`src/rtl/seq_divider.sv`:
```
// Multi-cycle unsigned radix-2 restoring divider with a start/done handshake.
// Each CALC cycle does one shift and one trial subtraction (a + ~b + 1, borrow from the carry-out).
module seq_divider #(
    parameter int WIDTH = 32,
    parameter int CNT_W = 6
) (
    input  logic             clk,
    input  logic             reset,
    input  logic             start,
    input  logic [WIDTH-1:0] dividend,
    input  logic [WIDTH-1:0] divisor,
    output logic             busy,
    output logic             done,
    output logic [WIDTH-1:0] quotient,
    output logic [WIDTH-1:0] remainder,
    output logic             div_by_zero
);

    typedef enum logic [1:0] {
        IDLE = 2'd0,
        CALC = 2'd1,
        DONE = 2'd2
    } state_t;

    localparam logic [CNT_W-1:0] LAST_CNT = CNT_W'(WIDTH - 1);

    state_t           state_reg, state_next;
    logic [CNT_W-1:0] cnt_reg, cnt_next;
    logic [WIDTH-1:0] q_reg, q_next;
    logic [WIDTH-1:0] r_reg, r_next;
    logic [WIDTH-1:0] d_reg, d_next;
    logic [WIDTH-1:0] quotient_reg, quotient_next;
    logic [WIDTH-1:0] remainder_reg, remainder_next;
    logic             dbz_reg, dbz_next;

    // The restored remainder is always below D, so only its low WIDTH bits are kept;
    // the shifted value needs the full WIDTH+1 bits when D has its MSB set.
    logic [WIDTH:0]   r_shift;
    logic [WIDTH:0]   sub_b;
    logic [WIDTH:0]   carry;
    logic [WIDTH-1:0] trial;
    logic             no_borrow;
    logic [WIDTH-1:0] q_iter;
    logic [WIDTH-1:0] r_iter;

    assign r_shift  = {r_reg, q_reg[WIDTH-1]};
    assign sub_b    = ~{1'b0, d_reg};
    assign carry[0] = 1'b1;

    genvar gi;
    generate
        for (gi = 0; gi < WIDTH; gi++) begin : g_sub
            assign trial[gi]   = r_shift[gi] ^ sub_b[gi] ^ carry[gi];
            assign carry[gi+1] = (r_shift[gi] & sub_b[gi]) | (carry[gi] & (r_shift[gi] ^ sub_b[gi]));
        end
    endgenerate

    // Top bit of ~{0,D} is always 1, so the carry-out reduces to an OR.
    assign no_borrow = r_shift[WIDTH] | carry[WIDTH];
    assign q_iter    = {q_reg[WIDTH-2:0], no_borrow};
    assign r_iter    = no_borrow ? trial : r_shift[WIDTH-1:0];

    always_comb begin
        state_next     = state_reg;
        cnt_next       = cnt_reg;
        q_next         = q_reg;
        r_next         = r_reg;
        d_next         = d_reg;
        quotient_next  = quotient_reg;
        remainder_next = remainder_reg;
        dbz_next       = dbz_reg;
        case (state_reg)
            IDLE: begin
                if (start) begin
                    if (divisor != '0) begin
                        q_next     = dividend;
                        r_next     = '0;
                        cnt_next   = '0;
                        d_next     = divisor;
                        state_next = CALC;
                    end else begin
                        quotient_next  = '1;
                        remainder_next = dividend;
                        dbz_next       = 1'b1;
                        state_next     = DONE;
                    end
                end
            end
            CALC: begin
                q_next   = q_iter;
                r_next   = r_iter;
                cnt_next = cnt_reg + 1'b1;
                if (cnt_reg == LAST_CNT) begin
                    quotient_next  = q_iter;
                    remainder_next = r_iter;
                    dbz_next       = 1'b0;
                    state_next     = DONE;
                end
            end
            DONE:    state_next = IDLE;
            default: state_next = IDLE;
        endcase
    end

    always_ff @(posedge clk or posedge reset) begin
        if (reset) begin
            state_reg     <= IDLE;
            cnt_reg       <= '0;
            q_reg         <= '0;
            r_reg         <= '0;
            d_reg         <= '0;
            quotient_reg  <= '0;
            remainder_reg <= '0;
            dbz_reg       <= 1'b0;
        end else begin
            state_reg     <= state_next;
            cnt_reg       <= cnt_next;
            q_reg         <= q_next;
            r_reg         <= r_next;
            d_reg         <= d_next;
            quotient_reg  <= quotient_next;
            remainder_reg <= remainder_next;
            dbz_reg       <= dbz_next;
        end
    end

    assign busy        = (state_reg != IDLE);
    assign done        = (state_reg == DONE);
    assign quotient    = quotient_reg;
    assign remainder   = remainder_reg;
    assign div_by_zero = dbz_reg;

endmodule

```
`config.mk`:
```
export PLATFORM = sky130hd
export DESIGN_NAME = seq_divider
export DESIGN_NICKNAME = d
export VERILOG_FILES = /design/src/rtl/seq_divider.sv
export SDC_FILE = /design/constraint.sdc
export NUM_CORES = 1
export LEC_CHECK = 0
export CAP_MARGIN = 5
export CORE_ASPECT_RATIO = 1.1
export CORE_MARGIN = 2
export CORE_UTILIZATION = 40
export CTS_BUF_LIST = sky130_fd_sc_hd__clkbuf_8
export DETAILED_ROUTE_END_ITERATION = 8
export HOLD_SLACK_MARGIN = 0.08
export PLACE_DENSITY = 0.62
export SLEW_MARGIN = 20
export SYNTH_ARGS = -nofsm -noshare
export SYNTH_HDL_FRONTEND = slang
export SYNTH_SLANG_ARGS = --single-unit
```
`constraint.sdc`:
```
create_clock -name clk -period 34 [get_ports clk]
set_input_delay 6.8 -clock clk [delete_from_list [all_inputs] [get_ports clk]]
set_output_delay 6.8 -clock clk [all_outputs]
set_load 0.02 [all_outputs]
```
# Word-level counts from Yosys, hierarchy flattened
# Index checks and enable logic that the tools add are counted.
classes:
  add_sub_neg: 1
  multipliers: 0
  div: 0
  n_lt_le_gt_ge: 0
  eq_ne: 7
  shift: 0
  mux: 26
  n_bitwise: 161
  reduce_logical: 8
ops:
  columns: ["operator", "n"]
  rows:
  - ["32-bit two-way mux", 11]
  - ["32-bit one-hot mux with 2 select lines", 4]
  - ["1-bit bitwise AND", 63]
  - ["1-bit bitwise XOR", 63]
  - ["1-bit bitwise OR", 33]
  - ["32-bit inverter", 1]
  - ["32-bit nonzero test", 1]
  - ["6-bit two-way mux", 2]
  - ["6-bit one-hot mux with 2 select lines", 1]
  - ["2-bit inequality test (second input constant)", 4]
  - ["6-bit by 1-bit adder with 6-bit output (second input constant)", 1]
  - ["6-bit by 5-bit == test with 1-bit output (second input constant)", 1]
  - ["2-bit two-way mux", 3]
  - ["3-bit AND reduction", 2]
  - ["2-bit one-hot mux with 2 select lines", 1]
  - ["4-bit AND reduction", 1]
  - ["2-bit nonzero test", 2]
  - ["1-bit two-way mux", 3]
  - ["2-bit by 1-bit == test with 1-bit output (second input constant)", 1]
  - ["2-bit == test (second input constant)", 1]
  - ["2-bit zero test", 1]
  - ["1-bit one-hot mux with 2 select lines", 1]
  - ["2-bit AND reduction", 1]
  - ["1-bit inverter", 1]
totals:
  ff_bits: 169
  latch_bits: 0
  ram_bits: 0
  rom_bits: 0
  output_inout_bits: 67
  wordCells: 211
  n_memories: 0

# Logic depth before layout (Yosys ltp)
# Gate-level depths: netlist (run 1).
depth:
  depth_word: 69
  mapped_depth: 42
  ltp_nobuf: 40

# Worst setup path before layout (run 1)
# No wires, ideal clock.
synth_path:
  kind: "register to register"
  start: "reg q_reg[31]"
  end: "reg remainder_reg[30], in the netlist remainder[30]"
  arrival_time_ns: 12.851
  required_ns: 33.921
  path_slack_ns: 21.070
  stages_incl_launch_ff: 42
  synth_period_minus_slack_ns: 12.930
  cell_sequence: "dfrtp_1 -> inv_1 -> ha_1 -> inv_1 -> fa_1 -> fa_1 -> fa_1 -> fa_1 -> fa_1 -> fa_1 -> fa_1 -> fa_1 -> fa_1 -> fa_1 -> fa_1 -> fa_1 -> fa_1 -> fa_1 -> [6 not listed] -> fa_1 -> fa_1 -> fa_1 -> fa_1 -> fa_1 -> fa_1 -> fa_1 -> fa_1 -> fa_1 -> inv_1 -> fa_1 -> fa_1 -> nand2b_1 -> buf_2 -> buf_1 -> a211oi_1 -> a21oi_1 -> mux2i_1"
synth_via:
  elab_chain_len: 68
  elab_cells_between_ends: 70
  cone_classes: "3 x mux; 67 x bitwise"
synth_lines:
  columns: ["item", "line", "source"]
  rows:
  - ["from (decl)", "29", "logic [WIDTH-1:0] q_reg, q_next;"]
  - ["from (signal assigned)", "118", "q_reg <= q_next;"]
  - ["1-bit bitwise AND / 1-bit bitwise XOR (equally long branches)", "54", "assign carry[gi+1] = (r_shift[gi] & sub_b[gi]) | (carry[gi] & (r_shift[gi] ^ sub_b[gi]));"]
  - ["1-bit bitwise OR *", "54", null]
  - ["1-bit bitwise AND *", "54", null]
  - ["1-bit bitwise OR *", "54", null]
  - ["1-bit bitwise AND *", "54", null]
  - ["1-bit bitwise OR *", "54", null]
  - ["1-bit bitwise AND *", "54", null]
  - ["1-bit bitwise OR *", "54", null]
  - ["[52 not listed]", null, null]
  - ["1-bit bitwise AND", "54", null]
  - ["1-bit bitwise OR", "54", null]
  - ["1-bit bitwise AND", "54", null]
  - ["1-bit bitwise OR", "54", null]
  - ["1-bit bitwise OR", "59", "assign no_borrow = r_shift[WIDTH] | carry[WIDTH];"]
  - ["32-bit two-way mux *", "61", "assign r_iter = no_borrow ? trial : r_shift[WIDTH-1:0];"]
  - ["32-bit two-way mux *", "93", "if (cnt_reg == LAST_CNT) begin"]
  - ["32-bit one-hot mux with 2 select lines *", "72", "case (state_reg)"]
  - ["to (signal assigned)", "122", "remainder_reg <= remainder_next;"]
  - ["to (decl)", "33", "logic [WIDTH-1:0] remainder_reg, remainder_next;"]
# Mark *: on every way between the ends. The rest lies on a longest branch, timed or not. The select of a mux whose other input is x is not followed.
# A chain may end at the register's enable or synchronous reset.

# Worst setup path in the final report (run 1)
layout_path:
  start: "reg q_reg[31]"
  end: "reg remainder_reg[28], in the netlist remainder[28]"
layout_via:
  elab_chain_len: 68
  elab_cells_between_ends: 70
  cone_classes: "3 x mux; 67 x bitwise"
layout_lines:
  columns: ["item", "line"]
  rows:
  - ["1-bit bitwise AND / 1-bit bitwise XOR (equally long branches)", "54"]
  - ["1-bit bitwise OR *", "54"]
  - ["1-bit bitwise AND *", "54"]
  - ["1-bit bitwise OR *", "54"]
  - ["1-bit bitwise AND *", "54"]
  - ["1-bit bitwise OR *", "54"]
  - ["1-bit bitwise AND *", "54"]
  - ["1-bit bitwise OR *", "54"]
  - ["[52 not listed]", null]
  - ["1-bit bitwise AND", "54"]
  - ["1-bit bitwise OR", "54"]
  - ["1-bit bitwise AND", "54"]
  - ["1-bit bitwise OR", "54"]
  - ["1-bit bitwise OR", "59"]
  - ["32-bit two-way mux *", "61"]
  - ["32-bit two-way mux *", "93"]
  - ["32-bit one-hot mux with 2 select lines *", "72"]
# Marked as above.

==> results summary, run 1 <==
The number of endpoints with negative hold slack in the final report came to 0. The worst setup path is launched from a register. The ratio of cells with drive above 1 in the final layout came out at 0.0643.

The run finished with clean final reports. The top cell types in the final layout, fill and taps aside, are sky130_fd_sc_hd__dfrtp_1 (169), sky130_fd_sc_hd__clkdlybuf4s50_1 (133), sky130_fd_sc_hd__nand2_1 (121), sky130_fd_sc_hd__a21oi_1 (63), sky130_fd_sc_hd__a21o_1 (62). After layout, the minimum clock period comes to 13.70 ns.

STA classifies the critical path endpoint as a register. The routed layout has 5893 vias. Among all flip-flop cells after synthesis, the most frequent one is sky130_fd_sc_hd__dfrtp_1. The cell repeated most along the worst path is sky130_fd_sc_hd__fa_1. The die outline area is 0.0206 mm². The number of synthesized register bits is 169. At the end of the flow, the number of nets in the layout was 927. When the netlist entered floorplanning its net count stood at 817. The fraction of power consumed by combinational cells is 0.529. The die span in x is 137 µm. The endpoint of the lowest-slack register-to-register path is remainder[28]. The maximum fanout count along the critical path came out at 30. The power share of the sequential group is 0.341. The Yosys warning count came out at 0. TritonCTS built the clock tree. The initial antenna violation count is 0.

Cell internal power was estimated by the tool at 0.628 mW. On the critical path the largest part of the delay comes from adder cells. The largest net degree at the start of global routing is 89. The hold path depth came out at 1. The area of all placed cells without fillers is 0.00968 mm². The net switching component of the power came out at 0.444 mW. The effective utilization at floorplan came out at 0.409. The final hold slack is 0.498 ns.

In the synthesized netlist the async set-or-reset flop fraction comes to 1.00. The cell area that synthesis handed to floorplanning was 0.00780 mm². The first global-routing pass estimated 32.6 mm of wire. For this run, the register share of the synthesized area comes to 0.542. The final max-slew violation count came out at 0. The total overflow left after global routing is 0. The floorplan step set the die height to 151 µm. The portion of the clock cycle consumed by the worst path in the final layout came out at 0.403. The share of total power dissipated in the clock network is 0.130. The proportion of total power due to net switching came out at 0.414.

The area added between synthesis and finish came out at 24.1%. The total of endpoints with negative setup slack in the final report is 0. Between clock sinks in the finished design, the worst skew comes to 0.0128 ns.

The origin of the critical flop-to-flop path is q_reg[31]. Gates resized during post-CTS repair numbered 0. The delay contributed by the slowest stage of the critical path came out at 0.41 ns. The number of DRC violations after detailed routing came out at 0.

The count of nets left with antenna violations once routing finished came out at 0. The global router's overall resource usage came out at 0.208. Leaving out fill and tap cells, the most frequent cell in the layout is sky130_fd_sc_hd__dfrtp_1. The number of buffers inserted for hold repair after clock tree synthesis came out at 0. The slew at the pin closest to its max-slew limit came out at 1.13 ns. The HPWL after detailed placement is 13.5 mm. The unique cell type count in the Yosys netlist came out at 37. The mean instance size in the synthesized netlist came out at 10.9 µm². The depth of the most critical reg-to-reg path came out at 41. CTS built an H-tree with a depth of 4. Buffers added to address setup during post-CTS repair amount to 0. The required time reported for the critical path endpoint is 34.38 ns. The cell row count came out at 53. The data arrival at the endpoint of the critical path is 14.08 ns. The DRC violation total after the first TritonRoute iteration is 388. Setup repair after global routing left no endpoint under its margin. The worst setup path is of the reg -> reg kind.

The power per standard cell area is 111 mW/mm². The worst hold endpoint is quotient[7]. The total CTS buffers is 17.

Across all register-to-register paths, the minimum setup slack is 20.30 ns. The clock tree buffer depth came out at 2. Summed over all layers, the routed wires come to 20.2 mm. The core region is 0.0191 mm². The global placer's final weighted congestion came out at 0.802.

The later pin in the worst-skew pair is clocked with a latency of 0.47 ns. The clock net in this run drives a total of 169 sinks. After clock tree synthesis, the clock-pin slew on the worst setup and hold paths is 0.09 ns.

The cell chosen for the clock root is sky130_fd_sc_hd__clkbuf_8. The number of buffers and inverters on the critical path came out at 4. Dividing the detail-routed via count by the number of cells gives 5.42. The count of pins on the block boundary came out at 134.

In this run the most critical hold path is launched from quotient[7]. The cell leakage power came out at 4.49 nW. The accumulated negative setup slack came out at 0 ns. The routed wire length per instance is 18.6 µm. The standard cell area after detailed placement came out at 0.00929 mm².

The fmax came out at 73.0 MHz. The worst supply voltage drop on vdd came out at 0.0461 mV. During placement, the flow inserted port buffers numbering 133.

The number of global-route vias before repair came out at 6040. 0 antenna diodes ended up in the layout. The number of detailed-routing iterations run before antenna repair came out at 4. The number of enable-type register cells in the synthesized netlist is 0. The worst min-delay path category is reg -> reg. The worst pin sits at a relative slew slack of 0.248. The critical-path cell with the highest stage delay is sky130_fd_sc_hd__fa_1. Synthesis handed over a netlist of 717 instances. The number of maximum-capacitance violations came out at 0.
area by class of cell:
type	count	area [µm²]
Sequential cell	169	4230
Inverter	41	161
Timing Repair Buffer	142	1410
Clock buffer	17	234
Clock inverter	15	144
Tap cell	247	309
Multi-Input combinational cell	456	3200
Fill cell	1756	9410
worst register-to-register path, delay by kind of cell (launching register included):
| kind | cells | cell delay, ns |
|---|---|---|
| adder cells (fa/ha/maj) | 32 | 11.93 |
| flip-flops | 1 | 0.40 |
| buffers and inverters | 4 | 0.47 |
| AO/OA/AOI/OAI | 3 | 0.52 |
| AND/OR/NAND/NOR | 2 | 0.24 |
through the flow:
step,utilization,cells,worst slack (ns),power [mW]
after detailed placement,0.486,1054,20.36,0.936
after global placement,0.486,1054,20.56,0.918
after floorplan,-,717,21.07,0.756
after CTS,0.506,1086,20.30,1.08
final,0.507,1087,20.30,1.07
after global routing,0.507,1087,19.68,1.18
Yosys cell counts, drive strengths merged (8+ instances only):
cell type | number | share of area
o21ai | 30 | 0.019
a21o | 62 | 0.060
dfrtp | 169 | 0.54
clkbuf | 19 | 0.0091
inv | 41 | 0.020
fa | 31 | 0.080
nand2 | 122 | 0.059
a22o | 32 | 0.036
o22ai | 31 | 0.025
a21oi | 64 | 0.042
nor2 | 11 | 0.0063
buf | 32 | 0.022
nor4 | 8 | 0.0064
o22a | 32 | 0.036
power groups by stage:
| stage | Clock, mW | Combinational (mW) | Sequential, mW |
|---|---|---|---|
| after floorplan | 0 | 0.361 | 0.396 |
| after global placement | 0 | 0.551 | 0.366 |
| after detailed placement | 0 | 0.567 | 0.369 |
| after CTS | 0.143 | 0.572 | 0.366 |
| after global routing | 0.152 | 0.645 | 0.379 |
| final | 0.139 | 0.567 | 0.366 |
cells by family after synthesis:
family | synth area share
AOI/OAI and AO/OA | 0.231
xor gates and xnor gates | 0.00112
adders and majority gates | 0.0827
buffers and inverters | 0.0515
DFF | 0.542
muxes | 0.0109
and+or+nand+nor | 0.0814
routing by layer:
layer  GRT usage  part of all wire  wire length (µm)
met3      0.0448             0.052              1050
met2       0.324              0.48              9710
met1       0.286              0.45              9010
met4      0.0763             0.023               470
met5           0                 0                 0
how the worst max path moves through the flow:
stage / startpoint / to / slack, ns / cells after the start
after detailed placement: q_reg[31] / remainder[13] / 20.36 / 41
after floorplan: q_reg[31] / remainder[30] / 21.07 / 41
final: q_reg[31] / remainder[28] / 20.30 / 41
after global placement: q_reg[31] / remainder[28] / 20.56 / 41
after CTS: q_reg[31] / remainder[13] / 20.30 / 41
after global routing: q_reg[31] / remainder[13] / 19.68 / 41
Power figures use the tool's default switching activity.
==> run 2: changes to the inputs <==
clock period = 13.33 ns   (was 34 ns; I/O delays follow)
==> run 2 against run 1 <==
  * Clock-buffer cell count unchanged
  * Sequential share of layout area is 1.5 points lower
  * Via count grew 2.5%
  * Critical path type unchanged
  * Wire length rose by 1.4%
  * Die area unchanged
  * Cell count is 1.6% higher
  * Global-route usage up 0.17 points
  * Worst hold slack got worse by 0.0032 ns
  * Power rose to 2.8 times the previous value
  * Largest power group unchanged
  * Critical endpoint is now r_reg[23]
  * Clock skew shrank 0.00086 ns
  * Register-to-register slack lost 20 ns
==> results summary, run 2 (same netlist as run 1, synthesis figures left out) <==
The flow ran to the end, and the final reports show no timing, DRC or antenna violations. The kind of cell adding the most delay to the critical path is adder cells. The layout filler cell count is 1687 (-3.9%). The number of buffers inserted for hold repair after clock tree synthesis is 0 (unchanged). The number of nets in the layout is 944 (+1.8%). The number of vias per cell came out at 5.47 (+0.92%).

TritonCTS built the clock tree. The delay contributed by the slowest stage of the critical path was 0.40 ns (about the same). The number of global-route vias before repair came out at 5963 (-1.3%). STA classifies the critical path startpoint as a register.

The number of maximum-capacitance violations came out at 0 (unchanged). The cell repeated most along the worst path is sky130_fd_sc_hd__fa_2. The data arrival at the endpoint of the critical path came out at 13.31 ns (-0.77 ns).

Leaving out fill and tap cells, the most frequent cells in the layout are sky130_fd_sc_hd__dfrtp_1 (169), sky130_fd_sc_hd__clkdlybuf4s50_1 (133), sky130_fd_sc_hd__nand2_1 (121), sky130_fd_sc_hd__a21o_1 (62), sky130_fd_sc_hd__a21oi_1 (47). The portion of the clock cycle consumed by the worst path in the final layout came out at 0.968 (+0.565). The HPWL after detailed placement came out at 13.9 mm (+2.5%).

The total number of vias is 6040 (+2.5%). The initial antenna violation count is 0 (unchanged). The die outline area is 0.0206 mm² (unchanged). The maximum fanout count along the critical path came to 10 (-67%). The number of detailed-routing iterations run before antenna repair is 5 (+1). Relative to the synthesized area, the layout overhead comes to 28.6%.

The number of DRC violations after detailed routing came out at 0 (unchanged). The number of endpoints with negative hold slack in the final report came out at 0 (unchanged). The largest net degree at the start of global routing came out at 104 (+17%). The die extent in y came to 151 µm (unchanged). The clock tree skew after final layout is 0.0119 ns (-0.000863 ns). The power consumption is 3.01 mW (+180%). The total instance count after detailed placement is 1068 (+1.3%).

STA classifies the critical path endpoint as a register. The fmax is 77.5 MHz (+6.2%). The global placer's final weighted congestion came out at 0.814 (+1.5%). The final period demand of the worst path came out at 12.90 ns (-0.801 ns). The utilization of the core after routing came out at 0.525 (+0.0183). The count of pins on the block boundary is 134 (unchanged). The number of buffer cells added on primary ports came out at 133 (unchanged). The clock transition at the register clock pins on the worst setup and hold paths after CTS came out at 0.10 ns (about the same). The standard cell area after detailed placement came to 0.00942 mm² (+1.4%). The total of endpoints with negative setup slack in the final report is 0 (unchanged).

The worst supply voltage drop on vdd came to 0.113 mV (+150%). The routed wire length per instance is 18.6 µm (-0.12%). The global-route congestion overflow total is 0 (unchanged). The critical path is of the reg -> reg type. The diode insertion count for antenna repair came out at 0 (unchanged).

The required time reported for the critical path endpoint came to 13.74 ns (-20.64 ns). Setup repair after global routing left no endpoint under its margin. The number of sinks driven by the clock tree came out at 169 (unchanged). The first-pass GRT wire length is 32.8 mm (+0.44%). The clock tree buffer depth is 2 (unchanged). The slew at the pin closest to its max-slew limit came to 0.962 ns (-0.163 ns). The worst min-delay path category is reg -> reg. The power per standard cell area came out at 300 mW/mm² (+170%). The most frequent standard cell in the layout excluding fill and tap cells is sky130_fd_sc_hd__dfrtp_1. The cell row count is 53 (unchanged).

The DRC violation total after the first TritonRoute iteration is 339 (-13%). The ratio of cells with drive above 1 in the final layout is 0.127 (+0.0629). The pre-CTS setup slack came to -0.212 ns (-20.57 ns). The total CTS buffers is 17 (unchanged). The final max-slew violation count came to 0 (unchanged). The effective utilization at floorplan is 0.409 (unchanged). The final hold slack was 0.495 ns (-0.00317 ns). The number of non-filler instances in the completed layout is 1104 (+1.6%). The remaining antenna violation count was 0 (unchanged). The cell leakage power came to 4.61 nW (+2.7%). The headroom to the max-slew limit came out at 0.358 (+0.111). The wire length reported by the detailed router came out at 20.5 mm (+1.4%).

The critical-path cell with the highest stage delay is sky130_fd_sc_hd__fa_1. The worst-skew pair later-pin latency is 0.47 ns (about the same). The area of all placed cells without fillers came out at 0.0100 mm² (+3.6%).

The maximum level of the CTS H-tree came out at 4 (unchanged). The placeable core region came out at 0.0191 mm² (unchanged). The accumulated negative setup slack came out at 0 ns (unchanged). The number of buffers and inverters on the critical path is 5 (+1). The die span in x came to 137 µm (unchanged).

The final critical-path setup slack is 0.427 ns (-19.87 ns). The cell chosen for the clock root is sky130_fd_sc_hd__clkbuf_8. The multi-input gate area in the final layout came out at 0.00332 mm² (+3.8%). The global router's overall resource usage is 0.209 (+0.00169).

The combined flip-flop and latch cell area is 0.00423 mm² (unchanged).
==> run 2: final cells by class <==
cell class	instances	area share
clock inverter	15	0.0191
timing repair buffer	159	0.158
inverter	41	0.0161
tap	247	0.0308
sequential	169	0.421
multi-input combinational	456	0.331
clock buffer	17	0.0233
==> run 2: where the power goes <==
group / switching, mW / leakage, nW / internal (mW)
combinational: 0.832 / 2.38 / 0.845
sequential: 0.174 / 2.03 / 0.763
clock: 0.203 / 0.209 / 0.189
==> run 2: repair_timing <==
action	in CTS	in global routing
pin swaps	2	3
gates cloned	1	0
buffers inserted	3	0
resized for setup	23	15
endpoints found under the setup margin	64	66
==> run 2: worst paths after layout <==
| kind | cells past startpoint | endpoint | slack (ns) | startpoint |
|---|---|---|---|---|
| max reg2reg | 41 | r_reg[23] | 0.43 | q_reg[31] |
| max | 41 | r_reg[23] | 0.43 | q_reg[31] |
| min reg2reg | 1 | quotient[15] | 0.50 | quotient[15] |
| min in group asynchronous | 2 | quotient[8] | 2.75 | reset |
| min | 1 | quotient[15] | 0.50 | quotient[15] |
| max in group asynchronous | 3 | q_reg[8] | 9.08 | reset |
==> run 2: layer usage <==
layer,global-route usage,part of all wire,up-vias
met5,0,0,-
met4,0.0763,0.020,0
met3,0.0360,0.049,26
met2,0.327,0.48,183
met1,0.294,0.45,3073
li1,-,-,2758
==> run 2: worst reg2reg max path: cells and delay by family (launching register included) <==
family | cells | cell delay (ns)
fa+ha+maj | 32 | 11.24
buf+inv | 5 | 0.65
flops | 1 | 0.39
simple gates | 2 | 0.29
compound gates | 2 | 0.28
